**config.mk**
```make
export PLATFORM = sky130hd
export DESIGN_NAME = sdram_arbiter
export DESIGN_NICKNAME = d
export VERILOG_FILES = /design/src/rtl/sdram_arb_pkg.sv /design/src/rtl/sdram_arb_pick.sv /design/src/rtl/sdram_arbiter.sv
export SDC_FILE = /design/constraint.sdc
export NUM_CORES = 1
export LEC_CHECK = 0
export ABC_CLOCK_PERIOD_IN_PS = 3100
export CORE_MARGIN = 3
export CORE_UTILIZATION = 45
export CTS_BUF_LIST = sky130_fd_sc_hd__clkbuf_4
export CTS_CLUSTER_SIZE = 8
export DETAILED_ROUTE_END_ITERATION = 8
export PLACE_DENSITY = 0.93
export SLEW_MARGIN = 20
export SYNTH_ARGS = -nofsm -noshare
export SYNTH_HDL_FRONTEND = slang
export SYNTH_SLANG_ARGS = --single-unit
```
**constraint.sdc**
```tcl
create_clock -name clk_sys -period 3.1 [get_ports clk_sys]
set_clock_uncertainty 0.05 [all_clocks]
set_input_delay 0.62 -clock clk_sys [delete_from_list [all_inputs] [get_ports clk_sys]]
set_output_delay 0.62 -clock clk_sys [all_outputs]
set_load 0.02 [all_outputs]
```
**src/rtl/sdram_arb_pkg.sv**
```systemverilog
// Shared types for the SDRAM arbiter: FSM states, grant index and default ack timeout.
package sdram_arb_pkg;

   typedef enum logic [1:0] {
      IDLE,
      ISSUE,
      WAIT
   } state_t;

   typedef enum logic [1:0] {
      GNT_IO,
      GNT_C64,
      GNT_REU
   } gnt_t;

   localparam int TIMEOUT_DEF = 15;

endpackage

```
**src/rtl/sdram_arb_pick.sv**
```systemverilog
// Grant picker: io always wins; c64/reu round-robin (last served loses a tie) under REU_ARB_PORT_EN.
// Latency: purely combinational, no state.
// Backpressure: none; the caller masks requests it does not want considered.
module sdram_arb_pick
   import sdram_arb_pkg::*;
(
   input  logic io_req,
   input  logic c64_req,
`ifdef REU_ARB_PORT_EN
   input  logic reu_req,
   input  logic last_reu,
`endif
   output logic any_req,
   output gnt_t gnt
);

   always_comb begin
      gnt     = GNT_IO;
      any_req = io_req | c64_req;
`ifdef REU_ARB_PORT_EN
      any_req = any_req | reu_req;
      if (io_req)
         gnt = GNT_IO;
      else if (c64_req && reu_req)
         gnt = last_reu ? GNT_C64 : GNT_REU;
      else if (c64_req)
         gnt = GNT_C64;
      else if (reu_req)
         gnt = GNT_REU;
`else
      if (!io_req && c64_req)
         gnt = GNT_C64;
`endif
   end

endmodule

```
**src/rtl/sdram_arbiter.sv**
```systemverilog
// SDRAM arbiter: io > {c64, reu round-robin} onto one SDRAM controller port; reu port exists under REU_ARB_PORT_EN.
// Latency: request seen in IDLE -> sd_req next cycle; requester ack one cycle after sd_ack (sd latency + 2 per transaction).
// Backpressure: requesters hold req until ack; no sd_ack within TIMEOUT WAIT cycles aborts silently and sets sticky arb_err.
module sdram_arbiter
   import sdram_arb_pkg::*;
#(
   parameter int ADDR_W  = 25,
   parameter int TIMEOUT = TIMEOUT_DEF
) (
   input  logic              clk_sys,
   input  logic              reset_n,
   input  logic              io_req,
   input  logic              io_we,
   input  logic [ADDR_W-1:0] io_addr,
   input  logic [7:0]        io_din,
   output logic              io_ack,
   input  logic              c64_req,
   input  logic              c64_we,
   input  logic [ADDR_W-1:0] c64_addr,
   input  logic [7:0]        c64_din,
   output logic              c64_ack,
   output logic [7:0]        c64_dout,
`ifdef REU_ARB_PORT_EN
   input  logic              reu_req,
   input  logic              reu_we,
   input  logic [ADDR_W-1:0] reu_addr,
   input  logic [7:0]        reu_din,
   output logic              reu_ack,
   output logic [7:0]        reu_dout,
`endif
   output logic              sd_req,
   output logic              sd_we,
   output logic [ADDR_W-1:0] sd_addr,
   output logic [7:0]        sd_din,
   input  logic [7:0]        sd_dout,
   input  logic              sd_ack,
   output logic              arb_err
);

   typedef struct packed {
      logic              we;
      logic [ADDR_W-1:0] addr;
      logic [7:0]        din;
   } xact_t;

   localparam logic [7:0] WAIT_LAST = 8'(TIMEOUT - 1);

   state_t     state_q, state_nxt;
   gnt_t       pick_gnt, gnt_q;
   xact_t      win_x, cur_x;
   logic       pick_vld, start, done, tmo;
   logic [7:0] wait_cnt_q;
`ifdef REU_ARB_PORT_EN
   logic       last_reu_q;
`endif

   // The port acked this cycle still shows its old req; keep it out of the pick.
   sdram_arb_pick u_pick (
      .io_req   (io_req & ~io_ack),
      .c64_req  (c64_req & ~c64_ack),
`ifdef REU_ARB_PORT_EN
      .reu_req  (reu_req & ~reu_ack),
      .last_reu (last_reu_q),
`endif
      .any_req  (pick_vld),
      .gnt      (pick_gnt)
   );

   always_comb begin
      win_x = '{we: c64_we, addr: c64_addr, din: c64_din};
      case (pick_gnt)
         GNT_IO:  win_x = '{we: io_we, addr: io_addr, din: io_din};
`ifdef REU_ARB_PORT_EN
         GNT_REU: win_x = '{we: reu_we, addr: reu_addr, din: reu_din};
`endif
         default: ;
      endcase
   end

   always_ff @(posedge clk_sys or negedge reset_n) begin
      if (!reset_n)
         state_q <= IDLE;
      else
         state_q <= state_nxt;
   end

   always_comb begin
      state_nxt = state_q;
      start     = 1'b0;
      done      = 1'b0;
      tmo       = 1'b0;
      case (state_q)
         IDLE: begin
            if (pick_vld) begin
               start     = 1'b1;
               state_nxt = ISSUE;
            end
         end
         ISSUE: state_nxt = WAIT;
         WAIT: begin
            if (sd_ack) begin
               done      = 1'b1;
               state_nxt = IDLE;
            end else if (wait_cnt_q == WAIT_LAST) begin
               tmo       = 1'b1;
               state_nxt = IDLE;
            end
         end
         default: state_nxt = IDLE;
      endcase
   end

   always_ff @(posedge clk_sys or negedge reset_n) begin
      if (!reset_n) begin
         cur_x      <= '0;
         gnt_q      <= GNT_IO;
         wait_cnt_q <= 8'd0;
         arb_err    <= 1'b0;
         io_ack     <= 1'b0;
         c64_ack    <= 1'b0;
         c64_dout   <= 8'h00;
`ifdef REU_ARB_PORT_EN
         reu_ack    <= 1'b0;
         reu_dout   <= 8'h00;
         last_reu_q <= 1'b0;
`endif
      end else begin
         io_ack  <= 1'b0;
         c64_ack <= 1'b0;
`ifdef REU_ARB_PORT_EN
         reu_ack <= 1'b0;
`endif
         if (start) begin
            cur_x <= win_x;
            gnt_q <= pick_gnt;
`ifdef REU_ARB_PORT_EN
            if (pick_gnt == GNT_C64)
               last_reu_q <= 1'b0;
            else if (pick_gnt == GNT_REU)
               last_reu_q <= 1'b1;
`endif
         end
         if (state_q == ISSUE)
            wait_cnt_q <= 8'd0;
         else if (state_q == WAIT)
            wait_cnt_q <= wait_cnt_q + 8'd1;
         if (tmo)
            arb_err <= 1'b1;
         if (done) begin
            case (gnt_q)
               GNT_IO: io_ack <= 1'b1;
               GNT_C64: begin
                  c64_ack <= 1'b1;
                  if (!cur_x.we)
                     c64_dout <= sd_dout;
               end
`ifdef REU_ARB_PORT_EN
               GNT_REU: begin
                  reu_ack <= 1'b1;
                  if (!cur_x.we)
                     reu_dout <= sd_dout;
               end
`endif
               default: ;
            endcase
         end
      end
   end

   assign sd_req  = (state_q == ISSUE);
   assign sd_we   = cur_x.we;
   assign sd_addr = cur_x.addr;
   assign sd_din  = cur_x.din;

endmodule

```
-- After elaboration in Yosys (flattened, before gate mapping)
Index checks and enable logic that the tools add are counted.
Widths: inputs -> output; s select.
- register bits: 57
- input port bits: 81
- output and inout port bits: 46
- word-level logic and storage cells: 50
- add/subtract/negate cells: 1
- equal/unequal tests: 6
- mux-type cells: 19
- bitwise logic cells: 6
- reductions and logical operators: 8
- operators with widths (operator ; number):
    $mux 34 ; 1
    $mux 8 ; 2
    $mux 1 ; 12
    $add 8x1->8 const B ; 1
    $eq 8x4->1 const B ; 1
    $logic_not 2->1 ; 3
    $mux 2 ; 3
    $pmux 2 s3 ; 1
    $eq 2x1->1 const B ; 2
    $ne 3x3->1 const B ; 1
    $not 1->1 ; 3
    $reduce_and 3->1 ; 1
    $and 1x1->1 ; 2
    $eq 2x2->1 const B ; 1
    $ne 2x2->1 const B ; 1
    $reduce_and 2->1 ; 1
    $reduce_bool 2->1 ; 1
    $logic_and 1x1->1 ; 1
    $logic_not 1->1 ; 1
    $or 1x1->1 ; 1

-- Longest topological paths before layout
Gate-level depths: netlist (run 1).
- word-level depth: 7
- mapped depth: 7
- depth with buffers taken out: 6

-- Cells and area by module
A second synthesis (run 1) with hierarchy kept.
- cells, all modules: 257
- area total of the unflattened synthesis: 2756.4 um^2
- modules (own cells, without submodules) (module ; times used ; cells an instance ; area an instance (um^2) ; sequential area each (um^2)):
    sdram_arbiter ; 1 ; 253 ; 2732.6 ; 1426.4
    sdram_arb_pick ; 1 ; 4 ; 23.8 ; 0.0

-- Least setup slack after synthesis (run 1)
No wires, ideal clock.
- kind: reg-to-reg
- start point: register wait_cnt_q[0]
- end point: register state_q[1]
- setup time: 0.125 ns
- arrival: 1.614 ns
- data required time: 2.925 ns
- setup slack: 1.311 ns
- cell stages (with the launch flop): 7
- buffers on the path: 0
- clock period less this slack: 1.789 ns
- path through: dfrtp_1 inv_1 ha_1 or4b_1 nor3_2 o21ai_2 mux2_4
- longest elaborated chain between the ends: 3
- ends and longest elaborated chain (what ; RTL line ; RTL):
    start: declaration ; sdram_arbiter.sv:52 ; logic [7:0] wait_cnt_q;
    start signal: assignment ; sdram_arbiter.sv:146 ; wait_cnt_q <= wait_cnt_q + 8'd1;
    $eq 8x4->1 ; sdram_arbiter.sv:104 ; end else if (wait_cnt_q == WAIT_LAST) begin
    $ne 3x3->1 (no line) ; n/a ;
    $reduce_and 2->1 (no line) ; n/a ;
    end signal: assignment ; sdram_arbiter.sv:84 ; state_q <= state_nxt;
    end: declaration ; sdram_arbiter.sv:48 ; state_t state_q, state_nxt;
Every way passes these cells.
A chain may end at the register's enable or synchronous reset.

-- Final worst setup path (run 1)
- start point: register state_q[1]
- end point: output sd_req
- longest elaborated chain between the ends: 1
- ends and longest elaborated chain (what ; RTL line ; RTL):
    $eq 2x1->1 ; sdram_arbiter.sv:170 ; assign sd_req = (state_q == ISSUE);
    end: declaration ; sdram_arbiter.sv:31 ; output logic sd_req,
Every way passes these cells.

==> impl_metrics.env, run 1 <==
export IMPL_status="completed"
export IMPL_hold_ws_ps=336
export IMPL_drtIter0Drc=84
export IMPL_drc=0
export IMPL_fin_nets=447
export IMPL_antenna_found_initial=0
export IMPL_drive_gt1_share_pct=7.46
export IMPL_yosysWarnings=0
export IMPL_ir_drop_mv=0.391
export IMPL_placed_area_mm2=0.00393
export IMPL_reg2regPathDepth=6
export IMPL_grt_usage_pct=20.7
export IMPL_final_area_mm2=0.00401
export IMPL_crit_required_ps=2430
export IMPL_fillCellCount=396
export IMPL_wirelength_um=6620
export IMPL_fp_dieW_um=81.7
export IMPL_gp_congestion=0.776
export IMPL_h_tree_depth=2
export IMPL_wl_met1_um=2570
export IMPL_setup_viol=0
export IMPL_wl_met2_um=3410
export IMPL_hold_viol=0
export IMPL_cpPeakStageDelay_ps=670
export IMPL_swShare_pct=39.0
export IMPL_switchingPower_mw=1.32
export IMPL_synthFlopType="dfrtp_1"
export IMPL_ant_nets=0
export IMPL_syn2layout_area_growth_pct=55.5
export IMPL_cap_violations=0
export IMPL_hold_class="in -> async"
export IMPL_synthDistinctLibCells=31
export IMPL_crit_chain="inv_1 > ha_1 > clkdlybuf4s50_1"
export IMPL_rsz0062_at_grt="no"
export IMPL_synth_nets=324
export IMPL_wl_met3_um=483
export IMPL_die_area_mm2=0.00667
export IMPL_cts_sinks=56
export IMPL_fp_row_count=26
export IMPL_die_h_um=81.7
export IMPL_ioPinCount=127
export IMPL_vias=2207
export IMPL_power_density_mw_per_mm2=844
export IMPL_final_setup_tns_ps=0
export IMPL_multi_input_area_mm2=0.00112
export IMPL_seq_area_frac_synth_pct=54.4
export IMPL_clk_latency_ps=370
export IMPL_start_util_pct=48.3
export IMPL_portBuffers=126
export IMPL_worstPathArrival_ps=1910
export IMPL_routed_via_density=5.11
export IMPL_ys_ff_latch=56
export IMPL_grt_pass1_wl_um=10500
export IMPL_crit_fanout=10
export IMPL_grt_overflow=0
export IMPL_end_kind="primary output"
export IMPL_pwr_share_seq_pct=36.2
export IMPL_p_clk_share_pct=11.7
export IMPL_critical_path_class="reg -> out"
export IMPL_p_leak_nw=1.72
export IMPL_hpwlAfterDp_um=5180
export IMPL_max_freq_mhz=387
export IMPL_drt_first_pass_iters=4
export IMPL_synth_edf_count=0
export IMPL_cts_tree="done"
export IMPL_slew_violations=0
export IMPL_slowest_stage="clkdlybuf4s50_1"
export IMPL_clk_pin_slew_ps=150
export IMPL_cts_root_buf="clkbuf_4"
export IMPL_worstMarginPinSlew_ps=978
export IMPL_cts_buffers=5
export IMPL_post_cts_repair_setup_buffers=0
export IMPL_synth_area_per_cell_um2=10.8
export IMPL_syn_inst=238
export IMPL_finalCritPeriodShare_pct=83.3
export IMPL_async_flop_share_pct=100
export IMPL_cts_resized=0
export IMPL_crit_path_start_kind="flop"
export IMPL_crit_cells=3
export IMPL_relSlewSlack_pct=34.8
export IMPL_core_area_mm2=0.00534
export IMPL_highest_layer="met4"
export IMPL_antenna_cells=0
export IMPL_crit_buf_inv=2
export IMPL_post_route_min_period_ps=2580
export IMPL_p_int_mw=2.06
export IMPL_final_seq_area_mm2=0.00140
export IMPL_cp_top_family="buffers and inverters"
export IMPL_grt_max_degree=51
export IMPL_cts_path_max_buffers=2
export IMPL_wl_per_cell_um=15.3
export IMPL_holdBufCountCts=0
export IMPL_comb_power_share_pct=52.1
export IMPL_syn_cell_area_mm2=0.00258
export IMPL_first_global_vias=2298
==> cell usage in the layout (no fill, tap or decap) <==
| cell | count |
|---|---|
| buf_4 | 1 |
| ha_1 | 5 |
| buf_12 | 2 |
| a22o_1 | 2 |
| bufinv_16 | 1 |
| o21ai_0 | 39 |
| o2bb2ai_1 | 1 |
| mux2i_1 | 35 |
| nor2b_1 | 2 |
| nand3b_1 | 1 |
| dfrtp_1 | 56 |
| nor3_1 | 1 |
| a31o_2 | 1 |
| a22o_2 | 1 |
| inv_1 | 5 |
| a21oi_1 | 2 |
| o31ai_1 | 2 |
| nand2b_1 | 4 |
| nor3_2 | 1 |
| or4b_1 | 1 |
| buf_2 | 1 |
| clkinv_2 | 1 |
| o21ai_4 | 1 |
| nor2_4 | 1 |
| o21ai_2 | 1 |
| nor2_1 | 4 |
| mux2_2 | 8 |
| nand2_1 | 42 |
| clkbuf_4 | 6 |
| nand3_1 | 1 |
| nor4_1 | 1 |
| a31oi_1 | 1 |
| clkdlybuf4s50_1 | 125 |
| and3_1 | 3 |
| xnor2_1 | 2 |
| mux2_4 | 1 |
==> path summary, 6_finish.rpt <==
kind	startpoint	endpoint	slack (ps)
worst max-delay path	state_q[1]	sd_req	520
max in group asynchronous	reset_n	sd_addr[8]	1900
worst min register to register	gnt_q[0]	io_ack	430
worst min-delay path	reset_n	c64_dout[1]	340
min in group clk_sys	gnt_q[0]	io_ack	430
worst max register to register	wait_cnt_q[0]	state_q[1]	1170
==> power groups by stage <==
stage	clock, mW	combinational [mW]	sequential (mW)
final	0.397	1.76	1.22
after global routing	0.440	1.93	1.26
after CTS	0.406	1.78	1.22
after detailed placement	0	1.78	1.24
after global placement	0	1.73	1.22
after floorplan	0	0.605	1.55
==> final cells by class <==
| type | instances | area share, % |
|---|---|---|
| Multi-Input combinational cell | 164 | 27.8 |
| Tap cell | 70 | 2.19 |
| Inverter | 5 | 0.468 |
| Clock inverter | 2 | 0.874 |
| Clock buffer | 6 | 1.12 |
| Timing Repair Buffer | 129 | 32.5 |
| Sequential cell | 56 | 35.0 |
==> flip-flops by register name (all words and copies together), names as in the netlist <==
name	flops
sd_addr	25
c64_dout	8
sd_din	8
wait_cnt_q	8
state_q	2
arb_err	1
c64_ack	1
gnt_q	1
io_ack	1
sd_we	1
==> stage by stage <==
| step | worst slack, ps | cells | util (%) | total power [mW] |
|---|---|---|---|---|
| after global placement | 766 | 424 | 73.6 | 2.95 |
| after floorplan | 1310 | 238 | - | 2.15 |
| after global routing | 378 | 432 | 75.1 | 3.63 |
| after CTS | 503 | 432 | 75.1 | 3.41 |
| after detailed placement | 720 | 424 | 73.6 | 3.02 |
| final | 517 | 432 | 75.1 | 3.38 |
==> logic make-up after synthesis <==
| family | share of synthesized area, % |
|---|---|
| xor+xnor | 0.680 |
| fa+ha+maj | 2.43 |
| flops | 54.4 |
| compound gates | 11.1 |
| buf+inv | 2.77 |
| simple gates | 11.0 |
| mux | 17.7 |
==> cells in the mapped netlist, types with 3 or more instances <==
cell type / instances / share of area [%]
dfrtp_1: 56 / 54
mux2i_1: 35 / 14
nand2_1: 42 / 6.1
mux2_2: 8 / 3.5
clkbuf_1: 10 / 1.5
ha_1: 5 / 2.4
nand2b_1: 4 / 0.97
nor2_1: 4 / 0.58
o21ai_0: 39 / 7.6
buf_2: 3 / 0.58
and3_1: 3 / 0.73
inv_1: 5 / 0.73
==> layer usage <==
layer	track usage (%)	vias up
met3	5.48	14
met5	0	-
met2	36.6	93
met1	24.0	1036
met4	7.97	0
li1	-	1064
Note: power is estimated with default switching activity, not from simulation.
==> run 2: changes to the inputs <==
--- a/config.mk
+++ b/config.mk
@@ -5,13 +5,13 @@
 export SDC_FILE = /design/constraint.sdc
 export NUM_CORES = 1
 export LEC_CHECK = 0
-export ABC_CLOCK_PERIOD_IN_PS = 3100
+export ABC_CLOCK_PERIOD_IN_PS = 2190
 export CORE_MARGIN = 3
-export CORE_UTILIZATION = 45
+export CORE_UTILIZATION = 38
 export CTS_BUF_LIST = sky130_fd_sc_hd__clkbuf_4
 export CTS_CLUSTER_SIZE = 8
 export DETAILED_ROUTE_END_ITERATION = 8
-export PLACE_DENSITY = 0.93
+export PLACE_DENSITY = 0.84
 export SLEW_MARGIN = 20
 export SYNTH_ARGS = -nofsm -noshare
 export SYNTH_HDL_FRONTEND = slang
==> constraint.sdc (replaced) <==
create_clock -name clk_sys -period 2.19 [get_ports clk_sys]
set_clock_uncertainty 0.05 [all_clocks]
set_input_delay 0.438 -clock clk_sys [delete_from_list [all_inputs] [get_ports clk_sys]]
set_output_delay 0.438 -clock clk_sys [all_outputs]
set_load 0.02 [all_outputs]
==> impl_metrics.env, run 2 (synthesis results as in run 1) <==
export IMPL_ioPinCount=127
export IMPL_r2r_end="state_q[1]"
export IMPL_wl_per_cell_um=14.8
export IMPL_final_setup_tns_ps=0
export IMPL_cts_root_buf="clkbuf_4"
export IMPL_clk_pin_slew_ps=170
export IMPL_drc=0
export IMPL_cts_buffers=5
export IMPL_hold_ws_ps=108
export IMPL_drt_first_pass_iters=4
export IMPL_first_global_vias=2215
export IMPL_worstPathArrival_ps=1430
export IMPL_rsz0062_at_grt="no"
export IMPL_status="completed"
export IMPL_critical_path_class="reg -> out"
export IMPL_hold_class="in -> async"
export IMPL_fillCellCount=555
export IMPL_power_density_mw_per_mm2=1190
export IMPL_gp_congestion=0.807
export IMPL_rr_startpoint="wait_cnt_q[0]"
export IMPL_grt_overflow=0
export IMPL_cap_violations=0
export IMPL_grt_usage_pct=17.2
export IMPL_syn2layout_area_growth_pct=56.1
export IMPL_fp_row_count=29
export IMPL_finalCritPeriodShare_pct=87.4
export IMPL_portBuffers=126
export IMPL_ir_drop_mv=0.482
export IMPL_crit_path_start_kind="flop"
export IMPL_post_cts_repair_setup_buffers=0
export IMPL_slew_violations=0
export IMPL_largest_reg_flops=25
export IMPL_grt_max_degree=71
export IMPL_drive_gt1_share_pct=7.71
export IMPL_cts_path_max_buffers=2
export IMPL_end_kind="primary output"
export IMPL_worstMarginPinSlew_ps=704
export IMPL_antenna_found_initial=0
export IMPL_cts_resized=1
export IMPL_max_freq_mhz=523
export IMPL_vias=2177
export IMPL_start_util_pct=39.9
export IMPL_crit_required_ps=1700
export IMPL_relSlewSlack_pct=53.1
export IMPL_die_h_um=88.4
export IMPL_layout_commonest_cell="clkdlybuf4s50_1"
export IMPL_fin_nets=448
export IMPL_grt_pass1_wl_um=10400
export IMPL_drtIter0Drc=69
export IMPL_hpwlAfterDp_um=4900
export IMPL_setup_viol=0
export IMPL_fin_cells=440
export IMPL_p_leak_nw=1.73
export IMPL_h_tree_depth=2
export IMPL_hold_viol=0
export IMPL_final_cell_mix="clkdlybuf4s50_1, dfrtp_1, nand2_1"
export IMPL_die_area_mm2=0.00781
export IMPL_ant_nets=0
export IMPL_routed_via_density=4.95
export IMPL_clk_latency_ps=380
export IMPL_post_route_min_period_ps=1910
export IMPL_fp_dieW_um=88.4
export IMPL_wirelength_um=6520
export IMPL_holdBufCountCts=0
export IMPL_cts_sinks=56
export IMPL_core_area_mm2=0.00646
export IMPL_antenna_cells=0
export IMPL_reg2reg_setup_slack_ps=300
export IMPL_crit_fanout=3
export IMPL_dpl_cell_count=432
export IMPL_cts_tree="done"
export IMPL_reg2regPathDepth=6
==> run 2: cell types whose count changed in the layout (fill, tap and decap cells not counted), sizes merged <==
cell,previous run,this run
buf,4,5
clkbuf,6,5
clkdlybuf4s50,125,124
clkinvlp,0,1
dlygate4sd2,0,1
==> run 2: area by class of cell <==
type                            count  area [um2]  area share, %
Clock inverter                      3        42.5           1.06
Sequential cell                    56        1400           34.8
Timing Repair Buffer              130        1310           32.6
Inverter                            5        18.8          0.467
Clock buffer                        5        37.5          0.933
Tap cell                           77        96.3           2.40
Multi-Input combinational cell    164        1120           27.7
==> run 2: worst max-delay path by stage <==
stage / start / to / slack, ps / cells past startpoint
finish: state_q[1] / sd_req / 280 / 3
global route: state_q[1] / sd_req / 150 / 3
CTS: state_q[1] / sd_req / 240 / 3
detailed placement: io_req / sd_din[0] / 130 / 6
global placement: io_req / sd_din[2] / 210 / 6
floorplan: wait_cnt_q[0] / state_q[1] / 400 / 6
==> run 2: critical path: stages, from the launching register on <==
cell	delay, ps
dfrtp_1	440
inv_1	90
ha_1	180
dlygate4sd2_1	340
==> run 2: report_power, final <==
part | internal, mW | switching [mW] | leakage [nW] | total (mW)
Combinational | 1.20 | 1.30 | 0.980 | 2.49
Clock | 0.239 | 0.330 | 0.0412 | 0.568
Sequential | 1.47 | 0.255 | 0.707 | 1.73
==> run 2: per-layer routing <==
layer	global-route usage (%)	share of wire, %
met5	0	0
met4	5.22	2.0
met3	5.12	7.9
met2	30.5	51
met1	19.9	39
==> run 2: through the flow <==
step / util, % / area (um2) / worst slack, ps / total power, mW
finish: 62.3 / 4020 / 277 / 4.79
detailed placement: 61.1 / 3940 / 126 / 4.29
global route: 62.3 / 4020 / 148 / 5.15
global placement: 61.1 / 3940 / 212 / 4.21
CTS: 62.3 / 4020 / 243 / 4.85
floorplan: - / 2580 / 401 / 3.05
==> run 3: changes to the inputs <==
--- a/config.mk
+++ b/config.mk
@@ -7,11 +7,12 @@
 export LEC_CHECK = 0
 export ABC_CLOCK_PERIOD_IN_PS = 2190
 export CORE_MARGIN = 3
-export CORE_UTILIZATION = 38
+export CORE_UTILIZATION = 23
 export CTS_BUF_LIST = sky130_fd_sc_hd__clkbuf_4
 export CTS_CLUSTER_SIZE = 8
 export DETAILED_ROUTE_END_ITERATION = 8
-export PLACE_DENSITY = 0.84
+export HOLD_SLACK_MARGIN = 0.06
+export PLACE_DENSITY = 0.57
 export SLEW_MARGIN = 20
 export SYNTH_ARGS = -nofsm -noshare
 export SYNTH_HDL_FRONTEND = slang
==> impl_metrics.env, run 3 (synthesis results as in run 1) <==
export IMPL_slew_violations=0
export IMPL_vias=2160
export IMPL_start_util_pct=23.7
export IMPL_post_route_util_pct=37.9
export IMPL_cts_path_max_buffers=2
export IMPL_p_clk_share_pct=11.1
export IMPL_drive_gt1_share_pct=8.20
export IMPL_hold_class="reg -> reg"
export IMPL_ant_nets=0
export IMPL_cpPeakStageDelay_ps=450
export IMPL_pwr_share_seq_pct=36.0
export IMPL_largest_reg_flops=25
export IMPL_finalCritPeriodShare_pct=89.5
export IMPL_wl_per_cell_um=13.2
export IMPL_syn2layout_area_growth_pct=60.2
export IMPL_comb_power_share_pct=52.9
export IMPL_final_setup_tns_ps=0
export IMPL_relSlewSlack_pct=70.8
export IMPL_switchingPower_mw=1.87
export IMPL_cap_violations=0
export IMPL_grt_usage_pct=10.8
export IMPL_cts_buffers=5
export IMPL_power_density_mw_per_mm2=1160
export IMPL_cts_tree="done"
export IMPL_first_global_vias=2192
export IMPL_antenna_cells=0
export IMPL_fin_cells=506
export IMPL_core_area_mm2=0.0109
export IMPL_placed_area_mm2=0.00405
export IMPL_grt_pass1_wl_um=11100
export IMPL_cts_sinks=56
export IMPL_post_route_min_period_ps=1960
export IMPL_dpl_cell_count=499
export IMPL_gp_congestion=0.756
export IMPL_crit_fanout=4
export IMPL_p_leak_nw=1.75
export IMPL_crit_required_ps=2420
export IMPL_crit_buf_inv=1
export IMPL_routed_via_density=4.27
export IMPL_ir_drop_mv=0.483
export IMPL_worstMarginPinSlew_ps=437
export IMPL_drt_first_pass_iters=5
export IMPL_final_cell_mix="clkdlybuf4s50_1, dfrtp_1, nand2_1"
export IMPL_h_tree_depth=2
export IMPL_ioPinCount=127
export IMPL_hpwlAfterDp_um=5210
export IMPL_post_cts_repair_setup_buffers=0
export IMPL_p_int_mw=2.92
export IMPL_slowest_stage="dfrtp_1"
export IMPL_grt_max_degree=49
export IMPL_clk_latency_ps=370
export IMPL_portBuffers=126
export IMPL_crit_path_start_kind="flop"
export IMPL_crit_chain="inv_1 > ha_1 > or4b_1 > nor3_2 > o21ai_2 > mux2_4"
export IMPL_pre_cts_ws_ps=152
export IMPL_fin_ws_ps=231
export IMPL_setup_viol=0
export IMPL_max_freq_mhz=510
export IMPL_die_h_um=112
export IMPL_total_power_mw=4.79
export IMPL_worstPathArrival_ps=2190
export IMPL_fp_dieW_um=112
export IMPL_clk_pin_slew_ps=160
export IMPL_critical_path_class="reg -> reg"
export IMPL_cts_root_buf="clkbuf_4"
export IMPL_fin_nets=453
export IMPL_layout_commonest_cell="clkdlybuf4s50_1"
export IMPL_rsz0062_at_grt="no"
export IMPL_drtIter0Drc=35
export IMPL_wirelength_um=6660
export IMPL_hold_ws_ps=420
export IMPL_antenna_found_initial=0
export IMPL_swShare_pct=39.1
export IMPL_fp_row_count=38
export IMPL_drc=0
export IMPL_final_area_mm2=0.00413
export IMPL_end_kind="flop"
export IMPL_die_area_mm2=0.0125
export IMPL_hold_viol=0
export IMPL_status="completed"
export IMPL_cp_top_family="simple AND/OR/NAND/NOR gates"
export IMPL_grt_overflow=0
-- run 3: cell type report --
| cell class | instances | area [um2] |
|---|---|---|
| clock buffer | 5 | 37.5 |
| clock inverter | 1 | 30.0 |
| fill | 1072 | 6760 |
| inverter | 5 | 18.8 |
| multi-input combinational | 164 | 1120 |
| sequential | 56 | 1400 |
| tap | 140 | 175 |
| timing repair buffer | 135 | 1350 |
-- run 3: worst paths after layout --
check / startpoint / cells past startpoint / to / slack, ps
max in group asynchronous: reset_n / 3 / sd_addr[21] / 980
worst max-delay path: wait_cnt_q[0] / 6 / state_q[1] / 230
worst max register to register: wait_cnt_q[0] / 6 / state_q[1] / 230
worst min-delay path: gnt_q[0] / 1 / io_ack / 420
min in group asynchronous: reset_n / 2 / c64_dout[1] / 470
worst min register to register: gnt_q[0] / 1 / io_ack / 420
-- run 3: per-layer routing --
layer / GRT usage [%] / wire, um / part of all wire (%) / vias to the layer above
met4: 3.16 / 80 / 1.2 / 0
met2: 18.1 / 3240 / 49 / 78
li1: - / - / - / 1074
met1: 13.7 / 2850 / 43 / 1002
met3: 2.66 / 488 / 7.3 / 6
met5: 0 / 0 / 0 / -
-- run 3: what timing repair did --
item                       4_1_cts  5_1_grt
hold buffers                     1        0
hold endpoints to repair        18        0
resized for setup                1        0
setup endpoints to repair        1        0
-- run 3: worst reg2reg max path: stages, from the launching register on --
cell and delay (ps):
dfrtp_1 450, inv_1 100, ha_1 150, or4b_1 450, nor3_2 240, o21ai_2 130
mux2_4 300
-- run 3: power groups by stage --
stage | registers, mW | clock network, mW | logic, mW
floorplan | 2.19 | 0 | 0.857
global placement | 1.74 | 0 | 2.53
detailed placement | 1.75 | 0 | 2.58
CTS | 1.74 | 0.565 | 2.58
global route | 1.80 | 0.601 | 2.75
finish | 1.73 | 0.531 | 2.53
